## src/rtl/nibble_stream_sequencer.sv

```systemverilog
// rtl/nibble_stream_sequencer.sv - byte FIFO feeding a two-beat nibble serializer
//
// Purpose: buffers bytes from a byte-wide valid/ready producer and emits each
//          one as two 4-bit beats on a valid/ready output, low or high nibble
//          first depending on HIGH_FIRST.
// Optional: define NIBBLE_PARITY_EN to add the OutParity output.
// Ports:
//   CLK, RST_N        clock (rising edge), asynchronous active-low reset
//   Flush             synchronous clear of FIFO and sequencer
//   InValid/InReady   byte input handshake, InByte carries the byte
//   OutValid/OutReady nibble output handshake, OutNibble carries the nibble
//   OutLast           high on the second nibble of a byte
//   Level             bytes waiting in the FIFO (excludes the byte being emitted)
//   OutParity         (NIBBLE_PARITY_EN only) XOR of OutNibble bits
module nibble_stream_sequencer #(
   parameter int DEPTH      = 4,
   parameter int HIGH_FIRST = 0
) (
   input  logic                       CLK,
   input  logic                       RST_N,
   input  logic                       Flush,
   input  logic                       InValid,
   output logic                       InReady,
   input  logic [7:0]                 InByte,
   output logic                       OutValid,
   input  logic                       OutReady,
   output logic [3:0]                 OutNibble,
   output logic                       OutLast,
   output logic [$clog2(DEPTH+1)-1:0] Level
`ifdef NIBBLE_PARITY_EN
   ,
   output logic                       OutParity
`endif
);

   localparam int AW = $clog2(DEPTH);
   localparam int PW = AW + 1;
   localparam int LW = $clog2(DEPTH + 1);

   typedef enum logic [1:0] {
      S_IDLE,
      S_FIRST,
      S_SECOND
   } state_e;

   state_e        state_q, state_d;
   logic [7:0]    mem_q [DEPTH];
   logic [PW-1:0] wr_ptr_q, rd_ptr_q;
   logic [7:0]    hold_q, hold_d;
   logic [3:0]    nib_q, nib_d;
   logic          last_q, last_d;
   logic          valid_q, valid_d;
   logic          full, empty, push, pop;
   logic [7:0]    head;

   function automatic logic [3:0] first_half(input logic [7:0] b);
      return (HIGH_FIRST != 0) ? b[7:4] : b[3:0];
   endfunction

   function automatic logic [3:0] second_half(input logic [7:0] b);
      return (HIGH_FIRST != 0) ? b[3:0] : b[7:4];
   endfunction

   // Extra MSB on the pointers distinguishes full from empty.
   assign empty = (wr_ptr_q == rd_ptr_q);
   assign full  = (wr_ptr_q[AW-1:0] == rd_ptr_q[AW-1:0]) &&
                  (wr_ptr_q[PW-1] != rd_ptr_q[PW-1]);
   assign head  = mem_q[rd_ptr_q[AW-1:0]];

   assign InReady = !full && !Flush && RST_N;
   assign push    = InValid && InReady;

   always_comb begin
      state_d = state_q;
      hold_d  = hold_q;
      nib_d   = nib_q;
      last_d  = last_q;
      valid_d = valid_q;
      pop     = 1'b0;
      if (Flush) begin
         state_d = S_IDLE;
         hold_d  = '0;
         valid_d = 1'b0;
         last_d  = 1'b0;
      end else begin
         case (state_q)
            S_IDLE: begin
               if (!empty) begin
                  pop     = 1'b1;
                  state_d = S_FIRST;
                  hold_d  = head;
                  nib_d   = first_half(head);
                  last_d  = 1'b0;
                  valid_d = 1'b1;
               end
            end
            S_FIRST: begin
               if (OutReady) begin
                  state_d = S_SECOND;
                  nib_d   = second_half(hold_q);
                  last_d  = 1'b1;
               end
            end
            S_SECOND: begin
               if (OutReady) begin
                  // Chain straight into the next byte so the link never bubbles.
                  if (!empty) begin
                     pop     = 1'b1;
                     state_d = S_FIRST;
                     hold_d  = head;
                     nib_d   = first_half(head);
                     last_d  = 1'b0;
                  end else begin
                     state_d = S_IDLE;
                     valid_d = 1'b0;
                     last_d  = 1'b0;
                  end
               end
            end
            default: begin
               state_d = S_IDLE;
               valid_d = 1'b0;
               last_d  = 1'b0;
            end
         endcase
      end
   end

   always_ff @(posedge CLK or negedge RST_N) begin
      if (!RST_N) begin
         state_q  <= S_IDLE;
         wr_ptr_q <= '0;
         rd_ptr_q <= '0;
         hold_q   <= '0;
         nib_q    <= '0;
         last_q   <= 1'b0;
         valid_q  <= 1'b0;
      end else begin
         state_q <= state_d;
         hold_q  <= hold_d;
         nib_q   <= nib_d;
         last_q  <= last_d;
         valid_q <= valid_d;
         if (Flush) begin
            wr_ptr_q <= '0;
            rd_ptr_q <= '0;
         end else begin
            if (push) wr_ptr_q <= wr_ptr_q + PW'(1);
            if (pop)  rd_ptr_q <= rd_ptr_q + PW'(1);
         end
      end
   end

   // Storage needs no reset; pointers define which entries are meaningful.
   always_ff @(posedge CLK) begin
      if (push) mem_q[wr_ptr_q[AW-1:0]] <= InByte;
   end

   assign OutValid  = valid_q;
   assign OutNibble = nib_q;
   assign OutLast   = last_q;
   assign Level     = LW'(wr_ptr_q - rd_ptr_q);

`ifdef NIBBLE_PARITY_EN
   logic par_q;

   always_ff @(posedge CLK or negedge RST_N) begin
      if (!RST_N) par_q <= 1'b0;
      else        par_q <= ^nib_d;
   end

   assign OutParity = par_q;
`endif

endmodule

```

## config.mk

```make
export PLATFORM = sky130hd
export DESIGN_NAME = nibble_stream_sequencer
export DESIGN_NICKNAME = d
export VERILOG_FILES = /design/src/rtl/nibble_stream_sequencer.sv
export SDC_FILE = /design/constraint.sdc
export NUM_CORES = 1
export LEC_CHECK = 0
export CAP_MARGIN = 5
export CORE_ASPECT_RATIO = 1.25
export CORE_MARGIN = 2
export CORE_UTILIZATION = 40
export CTS_BUF_LIST = sky130_fd_sc_hd__clkbuf_8
export DETAILED_ROUTE_END_ITERATION = 6
export DONT_BUFFER_PORTS = 1
export GPL_ROUTABILITY_DRIVEN = 0
export HOLD_SLACK_MARGIN = 0.06
export MAX_ROUTING_LAYER = met4
export PLACE_DENSITY = 0.53
export SETUP_SLACK_MARGIN = 0.3
export SLEW_MARGIN = 20
export SYNTH_ARGS = -nofsm -noshare
export SYNTH_HDL_FRONTEND = slang
export SYNTH_SLANG_ARGS = --single-unit
```

## constraint.sdc

```tcl
create_clock -name CLK -period 2.4 [get_ports CLK]
set_clock_uncertainty 0.2 [all_clocks]
set_input_delay 0.48 -clock CLK [delete_from_list [all_inputs] [get_ports CLK]]
set_output_delay 0.48 -clock CLK [all_outputs]
set_load 0.05 [all_outputs]
```

# Word-level counts from Yosys, hierarchy flattened
# Memories as Yosys holds them, arrays and structs flattened.
# Index checks and enable logic that the tools add are counted.
# word_totals
word_cells	73
ram_bits	32
inputBits	13
ff_bits	22
n_memories	1
# mem_list
name	words	word_bits	rd	rd_ports_with_merged_regs	write_ports	line	rtl
mem_q	4	8	1	0	1	47	logic [7:0] mem_q [DEPTH];
# op_classes
reduce_logical	15
addsub	3
mux	34
eq_ne	12
bitwise	1
# ops
op	count
$mux 8	3
$pmux 8 s2	1
$mux 1	14
$mux 3	4
$mux 4	3
$ne 3x3->1 const B	4
$pmux 4 s3	1
$mux 2	4
$reduce_and 4->1	2
$add 3x1->3 const B	2
$ne 2x2->1 const B	3
$pmux 1 s3	2
$pmux 2 s3	1
$reduce_bool 3->1	2
$logic_and 1x1->1	4
$reduce_bool 2->1	2
$eq 3x3->1	1
$reduce_and 3->1	1
$sub 3x3->3	1
$eq 2x1->1 const B	1
$eq 2x2->1	1
$eq 2x2->1 const B	1
$logic_not 1->1	2
$logic_not 2->1	1
other kinds (4)	4

# Longest topological paths before layout
# logic_depth
word_depth	8
ltp_mapped	8
mapped_depth_nobuf	6

# Worst setup path after synthesis
# Ideal clock, no wire load.
# synth_path
kind	reg2out
from	reg wr_ptr_q[0]
to	out Level[2]
required_time_ps	1720
path_stages_with_launch	5
n_path_buf	0
arrival_time_ps	1887
slack_ps	-167
cell_sequence	dfrtp_1 > inv_1 > ha_1 > fa_1 > xnor2_1
# synth_between
elab_chain_len	1
# synth_rtl
item	line	rtl
start: declaration	48	logic [PW-1:0] wr_ptr_q, rd_ptr_q;
start signal: assignment	148	if (push) wr_ptr_q <= wr_ptr_q + PW'(1);
$sub 3x3->3	162	assign Level = LW'(wr_ptr_q - rd_ptr_q);
end: declaration	29	output logic [$clog2(DEPTH+1)-1:0] Level
# No other way between the ends.

# Worst setup path after layout
# layout_path
from	reg rd_ptr_q[0]
to	out Level[2]
# layout_between
elab_chain_len	1
# layout_rtl
item	line	rtl
start: declaration	48	
start signal: assignment	149	if (pop) rd_ptr_q <= rd_ptr_q + PW'(1);
$sub 3x3->3	162	
# No other way between the ends.

==> results_dict.tcl <==
set metrics [dict create \
    hold_class "in -> reg" \
    via_per_inst 5.40 \
    core_area_um2 5440 \
    initial_utilization 0.416 \
    max_stage_delay_ns 0.42 \
    reg2regPathDepth 6 \
    hold_depth 1 \
    die_y_um 88.1 \
    outcome "completed" \
    rsz0062_at_grt "true" \
    regToRegEndpoint "hold_q[7]$_DFFE_PN0P_" \
    drive_gt1_frac 0.218 \
    grt_pass1_wl_um 7150 \
    crit_path_cell_trace "ha_4 -> fa_2 -> xnor2_4 -> buf_12" \
    clk_pin_slew_ns 0.09 \
    fin_crit_sh 0.949 \
    cp-startpoint "rd_ptr_q[0]$_DFFE_PN0P_" \
    ys_warn_count 0 \
    synth_top_area_cell "edfxtp_1" \
    worst_pin_slew_ns 0.896 \
    syn_avg_cell_area_um2 14.5 \
    crit_fanout 2 \
    critical_path_class "reg -> out" \
    reg2reg_slack_ns 0.33 \
    final_max_slew_viol_count 0 \
    grt_max_degree 19 \
    crit_required_ns 1.72 \
    yosys.area.top_type_share 0.424 \
    drt_iter0_drc 47 \
    setup_violations 0 \
    drc 0 \
    hold_viol 0 \
    ir_drop_uv 452 \
    tns_ns 0 \
    htreeDepth 2 \
    endpoint "Level[2]" \
    dpl-instance-area_um2 2430 \
    area_delta_synth_final_pct 20.4 \
    fin_nets 199 \
    ant_nets 0 \
    cts_root_buffer "clkbuf_8" \
    io_pins 23 \
    relSlewSlack 0.401 \
    end_kind "output pin" \
    syn-cell-area_um2 2260 \
    dieArea_um2 6280 \
    p_leak_uw 0.00101 \
    r2r-start "wr_ptr_q[1]$_DFFE_PN0P_" \
    ys_ff_latch 50 \
    power.density_nw_per_um2 953 \
    fin_ws_ns 0.121 \
    via_count 1312 \
    fmax_ghz 0.439 \
    numCtsBuffers 5 \
    die_w_um 71.3 \
    drt_wl_total_um 4370 \
    ys_seq_area_frac 0.623 \
    synth_cell_types 39 \
    fin_area_um2 2730 \
    syn_inst 156 \
    fp-row-count 30 \
    dpl.hpwl_um 2870 \
    layout_commonest_cell "edfxtp_1" \
    max_cap_violations 0 \
    grt.total_usage 0.160 \
    diodes 0 \
    period_needed_ns 2.28 \
    io_buffers 0 \
    antenna_found_initial 0 \
    synth_fp_nets 177 \
    clock_latency_ns 0.30 \
    layout_common_cells "edfxtp_1, dfrtp_1, mux2i_1, inv_1, dlygate4sd3_1" \
    dp_slack_ns 0.292 \
    tritoncts "built" \
    overflow 0 \
    drtPass1Iterations 4 \
    cp.arrival_ns 1.60 \
    clkSinkCount 50 \
    critPathLaunchType "flop" \
    synthTopCellsByArea "edfxtp_1, dfrtp_1, mux2i_1, mux4_2, ha_1" \
    wl_per_cell_um 18.0 \
    grt_pass1_vias 1354 \
    critPathSlowestCell "dfrtp_1" \
    clockBufferDepth 2 \
]
[per-layer routing]
layer / routed length (µm) / vias up / track usage
met1: 1890 / 642 / 0.190
li1: - / 618 / -
met5: 0 / - / -
met4: 138 / 0 / 0.0823
met2: 2140 / 39 / 0.251
met3: 196 / 13 / 0.0426
[repair_timing]
item / 4_1_cts / 5_1_grt
gates resized for setup: 6 / 2
setup endpoints to repair: 33 / 4
endpoints found under the hold margin: 30 / 33
pin swaps: 0 / 1
hold buffers: 2 / 9
buffers inserted: 4 / 2
[cell usage after synthesis]
master / instances
edfxtp_1: 32
dfrtp_1: 18
mux2i_1: 17
inv_1: 13
nor2_1: 9
ha_1: 7
nand3b_1: 5
clkbuf_1: 4
mux4_2: 4
nand3_1: 4
o211ai_1: 4
a21oi_1: 3
and2_1: 3
xnor2_1: 3
buf_2: 2
nand2_1: 2
nor3b_1: 2
o21ai_0: 2
o31ai_1: 2
a2111oi_0: 1
a21bo_2: 1
a21o_1: 1
a311oi_4: 1
a32oi_1: 1
and4b_1: 1
buf_1: 1
fa_1: 1
maj3_1: 1
nand2b_1: 1
nand4_1: 1
nand4b_1: 1
nor2b_1: 1
nor3_2: 1
o2111a_1: 1
o211a_1: 1
o21a_1: 1
or3_1: 1
xnor2_2: 1
xor2_1: 1
[worst min-delay path by stage]
stage	from	endpoint	slack [ns]
finish	OutReady	state_q[0]$_DFFE_PN0P_	0.12
global route	OutReady	state_q[0]$_DFFE_PN0P_	0.11
CTS	InByte[7]	mem_q[0][7]$_DFFE_PP_	0.06
detailed placement	RST_N	wr_ptr_q[1]$_DFFE_PN0P_	-0.02
global placement	RST_N	wr_ptr_q[1]$_DFFE_PN0P_	-0.02
floorplan	RST_N	OutLast$_DFFE_PN0P_	-0.02
[through the flow]
step | hold slack (ns) | util | power (µW) | instances
floorplan | -0.0156 | - | 1820 | 156
global placement | -0.0150 | 0.447 | 1970 | 218
detailed placement | -0.0151 | 0.447 | 1990 | 218
CTS | 0.0603 | 0.479 | 2590 | 232
global route | 0.111 | 0.501 | 2740 | 243
finish | 0.119 | 0.501 | 2600 | 243
[registers in the layout, summed over array words and instances, names as in the netlist]
register	flops
rd_ptr_q	3
OutLast	1
wr_ptr_q	3
mem_q	32
OutValid	1
state_q	2
OutNibble	4
hold_q	4
[layout make-up]
cell class,count,area (µm²)
sequential,50,1410
clock inverter,3,37.5
fill,489,2720
clock buffer,5,68.8
inverter,13,52.6
multi-input combinational,86,857
timing repair buffer,22,218
tap,64,80.1
[kinds of logic after synthesis]
kind of cell,Yosys count,share of synthesized area
DFF,50,0.623
and+or+nand+nor,32,0.0823
muxes,21,0.115
buffers and inverters,20,0.0343
AOI/OAI and AO/OA,19,0.0707
adders and majority gates,9,0.0519
xor gates and xnor gates,5,0.0227
[power breakdown]
part	internal (µW)	leakage, µW	switching (µW)
clock network	303	0.0000607	264
registers	1010	0.000524	251
logic	365	0.000423	408
total	1680	0.00101	923
[worst max-delay path: cells and delay by family (launching register included)]
| family | cells | cell delay, ns |
|---|---|---|
| buf+inv | 1 | 0.15 |
| fa+ha+maj | 2 | 0.55 |
| xor+xnor | 1 | 0.17 |
| flops | 1 | 0.42 |
(Power assumes the default switching activity.)
